[src/rtl/multicore_pkg.sv]
// multicore_pkg: shared constants for the multicore array, its result merger and testbenches
// Provides core count, result/enable widths, the active out_en encoding and the core index width.
package multicore_pkg;
   localparam int N_CORES = 35;
   localparam int DATA_W = 28;
   localparam int EN_W = 4;
   localparam int CORE_IDX_W = $clog2(N_CORES);
   localparam int FIFO_DEPTH = 64;
   localparam logic [EN_W-1:0] EN_ACTIVE = 4'd1;
endpackage

[src/rtl/multicore_out_fifo.sv]
// multicore_out_fifo: single-clock show-ahead FIFO with occupancy count
// clk, rst (async, active-high); push/din write; pop consumes head;
// dout is the head (zero when empty), valid = non-empty, full, count = occupancy.
module multicore_out_fifo #(
   parameter int W = 34,
   parameter int DEPTH = 64
) (
   input  logic                       clk,
   input  logic                       rst,
   input  logic                       push,
   input  logic                       pop,
   input  logic [W-1:0]               din,
   output logic [W-1:0]               dout,
   output logic                       valid,
   output logic                       full,
   output logic [$clog2(DEPTH+1)-1:0] count
);
   localparam int AW = $clog2(DEPTH);
   localparam int CW = $clog2(DEPTH+1);
   logic [W-1:0] mem [DEPTH];
   logic [AW-1:0] wr_ptr, rd_ptr;
   always_ff @(posedge clk)
      if (push) mem[wr_ptr] <= din;
   always_ff @(posedge clk or posedge rst)
      if (rst) begin
         wr_ptr <= '0;
         rd_ptr <= '0;
         count <= '0;
      end else begin
         if (push) wr_ptr <= wr_ptr + AW'(1);
         if (pop) rd_ptr <= rd_ptr + AW'(1);
         count <= count + CW'(push) - CW'(pop);
      end
   assign valid = count != '0;
   assign full = count == CW'(DEPTH);
   // gating the head keeps the output at zero through reset and while empty
   assign dout = valid ? mem[rd_ptr] : '0;
endmodule

[src/rtl/multicore_out_merger.sv]
// multicore_out_merger: captures per-core results and merges them into one ready/valid stream
// clk, rst (async, active-high); core_out/core_en flattened per-core results and out_en fields;
// out_data/out_core/out_valid/out_ready head-of-FIFO stream; fifo_count occupancy;
// overflow sticky flag for a result overwritten in its hold register before being merged.
module multicore_out_merger import multicore_pkg::*; #(
   parameter int N_CORES = multicore_pkg::N_CORES,
   parameter int DATA_W = multicore_pkg::DATA_W,
   parameter int EN_W = multicore_pkg::EN_W,
   parameter int DEPTH = multicore_pkg::FIFO_DEPTH
) (
   input  logic                          clk,
   input  logic                          rst,
   input  logic [N_CORES*DATA_W-1:0]     core_out,
   input  logic [N_CORES*EN_W-1:0]       core_en,
   output logic signed [DATA_W-1:0]      out_data,
   output logic [$clog2(N_CORES)-1:0]    out_core,
   output logic                          out_valid,
   input  logic                          out_ready,
   output logic [$clog2(DEPTH+1)-1:0]    fifo_count,
   output logic                          overflow
);
   localparam int IW = $clog2(N_CORES);
   localparam int W = DATA_W + IW;
   logic [DATA_W-1:0] hold_data [N_CORES];
   logic [N_CORES-1:0] hold_pend, hit, drain;
   logic [IW-1:0] sel;
   logic found, push, pop, full;
   logic [W-1:0] dout;
   always_comb begin
      hit = '0;
      for (int i = 0; i < N_CORES; i++) hit[i] = core_en[i*EN_W +: EN_W] == EN_W'(EN_ACTIVE);
   end
   // scanning downward leaves the lowest pending index selected
   always_comb begin
      sel = '0;
      found = 1'b0;
      for (int i = N_CORES-1; i >= 0; i--)
         if (hold_pend[i]) begin
            sel = IW'(i);
            found = 1'b1;
         end
   end
   assign pop = out_valid && out_ready;
   assign push = found && (!full || pop);
   assign drain = push ? N_CORES'(1) << sel : '0;
   // a fresh capture on the drain cycle re-arms the hold; only an undrained pending hold is lost
   always_ff @(posedge clk or posedge rst)
      if (rst) begin
         hold_pend <= '0;
         overflow <= 1'b0;
         for (int i = 0; i < N_CORES; i++) hold_data[i] <= '0;
      end else begin
         hold_pend <= hit | (hold_pend & ~drain);
         overflow <= overflow | (|(hit & hold_pend & ~drain));
         for (int i = 0; i < N_CORES; i++)
            if (hit[i]) hold_data[i] <= core_out[i*DATA_W +: DATA_W];
      end
   multicore_out_fifo #(.W(W), .DEPTH(DEPTH)) u_fifo (
      .clk(clk),
      .rst(rst),
      .push(push),
      .pop(pop),
      .din({sel, hold_data[sel]}),
      .dout(dout),
      .valid(out_valid),
      .full(full),
      .count(fifo_count)
   );
   assign out_core = dout[W-1 -: IW];
   assign out_data = dout[DATA_W-1:0];
endmodule

[config.mk]
export PLATFORM = sky130hd
export DESIGN_NAME = multicore_out_merger
export DESIGN_NICKNAME = d
export VERILOG_FILES = /design/src/rtl/multicore_pkg.sv /design/src/rtl/multicore_out_fifo.sv /design/src/rtl/multicore_out_merger.sv
export SDC_FILE = /design/constraint.sdc
export NUM_CORES = 2
export LEC_CHECK = 0
export BUFFER_PORTS_ARGS = -buffer_cell sky130_fd_sc_hd__buf_2
export CORE_ASPECT_RATIO = 0.5
export CORE_MARGIN = 2
export CORE_UTILIZATION = 45
export CTS_CLUSTER_SIZE = 30
export DETAILED_ROUTE_END_ITERATION = 7
export PLACE_DENSITY_LB_ADDON = 0.12
export SYNTH_ARGS = -nofsm -noshare
export SYNTH_HDL_FRONTEND = slang
export SYNTH_SLANG_ARGS = --single-unit
[constraint.sdc]
create_clock -name clk -period 50.2 [get_ports clk]
set_input_delay 15.06 -clock clk [delete_from_list [all_inputs] [get_ports clk]]
set_output_delay 15.06 -clock clk [all_outputs]
set_load 0.005 [all_outputs]
==> results summary <==
In this run the power density over the cells is 69.9 nW/um2. The length of the first detailed-routing pass in iterations is 6. The end of the worst hold path is u_fifo.wr_ptr[2]. The routed design has between 400000 and 500000 um of wire. The placed wire-length estimate is 308000 um. Synthesis instantiated 81 different standard cells from the library. From synthesis to final layout, the design area changed by 16.3%. The final count of negative-setup-slack endpoints came out at 0.

The share of cells above drive strength 1 came out at 0.426. The number of placed instances with taps included is ~12000. The detail-routed via count per cell is 6.26. Of the synthesized area, sequential elements account for 0.698. The average wire length per cell after detail routing is 37.6 um.

The post-route setup TNS came out at 0 ns. The post-route non-filler standard cell count came out at about 13000. The number of enable flip-flop cells after synthesis came out at 2176. The number of rows created at floorplan came out at 139. The critical path start-end classification is reg2out. Of all flip-flops after synthesis, the portion carrying an async set or reset was 0.322.

TritonCTS built the clock tree. The die covers roughly 300000 um2. Entering global routing, the biggest net connects 179 pins. Setup repair after global routing left no endpoint under its margin. The number of global-route vias before repair was approximately 76000. Counting along the longest clock path gives a buffer depth of 4. The number of cells on the worst reg-to-reg path is 13. The first global-routing pass estimated between 600000 and 700000 um of wire. The register-to-register path setup slack came out at 43.36 ns. The number of DRC markers in iteration 0 is 10000.

The tree is rooted in a sky130_fd_sc_hd__clkbuf_16. Once the clock tree was built, the resizer swapped 0 gates to a different size. The area of the core came out at approximately 290000 um2. The number of buffers added on ports is 1165. Clock skew on the completed layout was measured at 0.0433 ns. Synthesis produced a netlist whose cell count is 7094. After layout, the minimum clock period comes to around 23 ns. In this run the critical register-to-register path is launched from hold_pend[15]. For the pin with the worst max-slew slack, the measured transition is 1.53 ns. The worst hold slack came out at 0.491 ns. The category of the worst setup path launch point is a flop. Timing would allow up to between 40 and 50 MHz. The aggregate global routing overflow is 0. The tightest min-delay check is of the reg2reg type. The width of the die is 766 um. The leakage power came out at ~0.055 uW. The total clock sinks came out at roughly 3200. The number of pins exceeding their max-slew limit in the final report is 2. Clock latency on the worst-skew pair, taken at its later pin, is 0.88 ns. Dividing the final minimum period by the clock period gives 0.452. The via count of the routed design came out at 78500.

For the worst setup path, the data arrival time is 7.63 ns. The worst-case IR drop observed on VDD is 0.108 mV. In the global route stage, overall resource usage came out at 0.314. The post-layout net count is 9477. Across the run, the number of max-cap violations was 1.

The net count after synthesis came out at a little over 8000. The count of endpoints failing hold in the final timing report is 0. In this run the most critical hold path is launched from u_fifo.wr_ptr[2]. The initial antenna violation count is 234.

The number of design rule violations left after detail routing came out at 0. The initial core utilization is 0.454. The number of post-CTS setup repair buffers came out at 0. The post-synthesis register bit count came out at 3211. For the worst setup path, the data required time is 35.14 ns. The number of synthesis warnings came out at 0. Headroom to the max-slew limit came out at -0.0288.

The most used flip-flop cell after synthesis is sky130_fd_sc_hd__edfxtp_1. The critical-path maximum fanout came out at 46. The combined area of all synthesized cells is 131000 um2.

The number of cells on the worst hold path is 1. During I/O placement, the number of pins put on the boundary was 1166. The number of H-tree branching levels is 5. The design draws 10600 uW. The count of nets left with antenna violations once routing finished came out at 0. The number of hold buffers added after CTS came out at 0. The worst setup path is captured at a primary output.

The TritonCTS buffer count is 300. A synthesized cell averages 18.4 um2. The final estimated routing congestion in global placement is 0.940. The vertical extent of the die came out at 385 um. The terminus of the critical flop-to-flop path is u_fifo.mem[16][22]. The checks that failed: capacitance limit, slew limit.

The run finished, with violations left. After clock tree synthesis, the clock-pin slew on the worst setup and hold paths is 0.07 ns.
worst max-delay path by stage:
stage / startpoint / end / slack, ns / depth (start not counted)
5_1_grt: u_fifo.rd_ptr[0] / out_data[16] / 26.83 / 9
3_5_place_dp: u_fifo.rd_ptr[0] / out_data[16] / 28.21 / 9
4_1_cts: u_fifo.rd_ptr[0] / out_data[16] / 27.25 / 9
6_report: u_fifo.rd_ptr[0] / out_data[16] / 27.51 / 9
3_3_place_gp: u_fifo.rd_ptr[0] / out_data[16] / 28.25 / 9
2_1_floorplan: rst / hold_data[0] / 6.01 / 1
sequential cells by signal, summed over array words and instances, names as in the netlist:
name	flops
hold_pend	35
u_fifo.rd_ptr	6
u_fifo.wr_ptr	6
hold_data	980
u_fifo.count	7
overflow	1
u_fifo.mem	2176
stage by stage:
stage	instance area (um2)	setup slack [ns]	util
after global routing	152000	26.83	0.528
after detailed placement	143000	28.21	0.495
final	152000	27.51	0.528
after floorplan	131000	6.01	-
after global placement	143000	28.25	0.495
after CTS	152000	27.25	0.527
routing by layer:
layer  up-vias  GRT usage  routed length [um]
met5         -          0                 558
met4        86      0.130               21500
met3       903     0.0627               40100
met2      3978      0.478              216000
met1     42400      0.446              194000
li1      31100          -                   -
cell families after synthesis:
logic type | after synthesis | share of synthesized area
buffers and inverters | 495 | 0.0147
and+or+nand+nor | 822 | 0.0330
muxes | 1808 | 0.216
adders and majority gates | 12 | 0.00121
AOI/OAI and AO/OA | 731 | 0.0361
xor gates and xnor gates | 15 | 0.00100
DFF | 3211 | 0.698
report_power, final:
group	total, uW	switching [uW]	internal, uW	leakage (uW)
registers	4210	202	4010	0.0322
clock network	2240	1010	1230	0.00453
logic	4170	2870	1290	0.0179
worst max-delay path, stage by stage (launching register included):
cell	delay (ns)
sky130_fd_sc_hd__dfrtp_4	1.01
sky130_fd_sc_hd__buf_4	0.80
sky130_fd_sc_hd__buf_4	0.81
sky130_fd_sc_hd__buf_4	0.81
sky130_fd_sc_hd__buf_4	0.84
sky130_fd_sc_hd__mux4_2	0.61
sky130_fd_sc_hd__mux4_2	0.58
sky130_fd_sc_hd__mux4_2	0.48
sky130_fd_sc_hd__and2_1	0.35
sky130_fd_sc_hd__buf_2	0.22
cell usage in the layout, fill, tap and decap left out, types with 103 or more instances in the layout:
master                      count
sky130_fd_sc_hd__edfxtp_1    2176
sky130_fd_sc_hd__dfrtp_1     1029
sky130_fd_sc_hd__mux4_2       714
sky130_fd_sc_hd__nand3_1      106
sky130_fd_sc_hd__a31oi_1      129
sky130_fd_sc_hd__buf_2       1165
sky130_fd_sc_hd__nand2_1      300
sky130_fd_sc_hd__clkbuf_16    309
sky130_fd_sc_hd__diode_2      103
sky130_fd_sc_hd__mux2_2       974
sky130_fd_sc_hd__buf_4        222
sky130_fd_sc_hd__mux2i_1      120
sky130_fd_sc_hd__o21ai_0      154
sky130_fd_sc_hd__a21oi_1      140
Yosys cell counts, types with 15 or more instances:
cell / count / area share
sky130_fd_sc_hd__nand2_1: 301 / 0.0086
sky130_fd_sc_hd__mux2i_1: 120 / 0.0092
sky130_fd_sc_hd__nor3_1: 22 / 0.00084
sky130_fd_sc_hd__nand2b_1: 28 / 0.0013
sky130_fd_sc_hd__nand3_1: 110 / 0.0042
sky130_fd_sc_hd__a221oi_1: 15 / 0.0010
sky130_fd_sc_hd__nand4_1: 30 / 0.0014
sky130_fd_sc_hd__dfrtp_1: 1035 / 0.20
sky130_fd_sc_hd__a211oi_1: 21 / 0.0012
sky130_fd_sc_hd__and4_1: 72 / 0.0048
sky130_fd_sc_hd__clkbuf_1: 336 / 0.0096
sky130_fd_sc_hd__a21oi_1: 141 / 0.0054
sky130_fd_sc_hd__nor4_1: 17 / 0.00081
sky130_fd_sc_hd__a32oi_1: 22 / 0.0015
sky130_fd_sc_hd__mux4_2: 714 / 0.12
sky130_fd_sc_hd__a21o_1: 27 / 0.0016
sky130_fd_sc_hd__o211ai_1: 59 / 0.0034
sky130_fd_sc_hd__mux2_2: 974 / 0.084
sky130_fd_sc_hd__a22oi_1: 71 / 0.0041
sky130_fd_sc_hd__nor4b_1: 36 / 0.0024
sky130_fd_sc_hd__o21ai_0: 158 / 0.0060
sky130_fd_sc_hd__a31oi_1: 130 / 0.0062
sky130_fd_sc_hd__inv_1: 40 / 0.0011
sky130_fd_sc_hd__buf_1: 82 / 0.0024
sky130_fd_sc_hd__and2_1: 36 / 0.0017
sky130_fd_sc_hd__buf_2: 33 / 0.0013
sky130_fd_sc_hd__nor2_1: 112 / 0.0032
sky130_fd_sc_hd__edfxtp_1: 2176 / 0.50
area by class of cell:
class,count,area [um2]
Fill cell,23500,136000
Clock inverter,111,878
Antenna cell,103,258
Clock buffer,408,8360
Inverter,43,194
Timing Repair Buffer,1398,7720
Sequential cell,3211,91300
Tap cell,3877,4850
Multi-Input combinational cell,3388,38500
No activity file was read; power rests on OpenSTA's default activity.
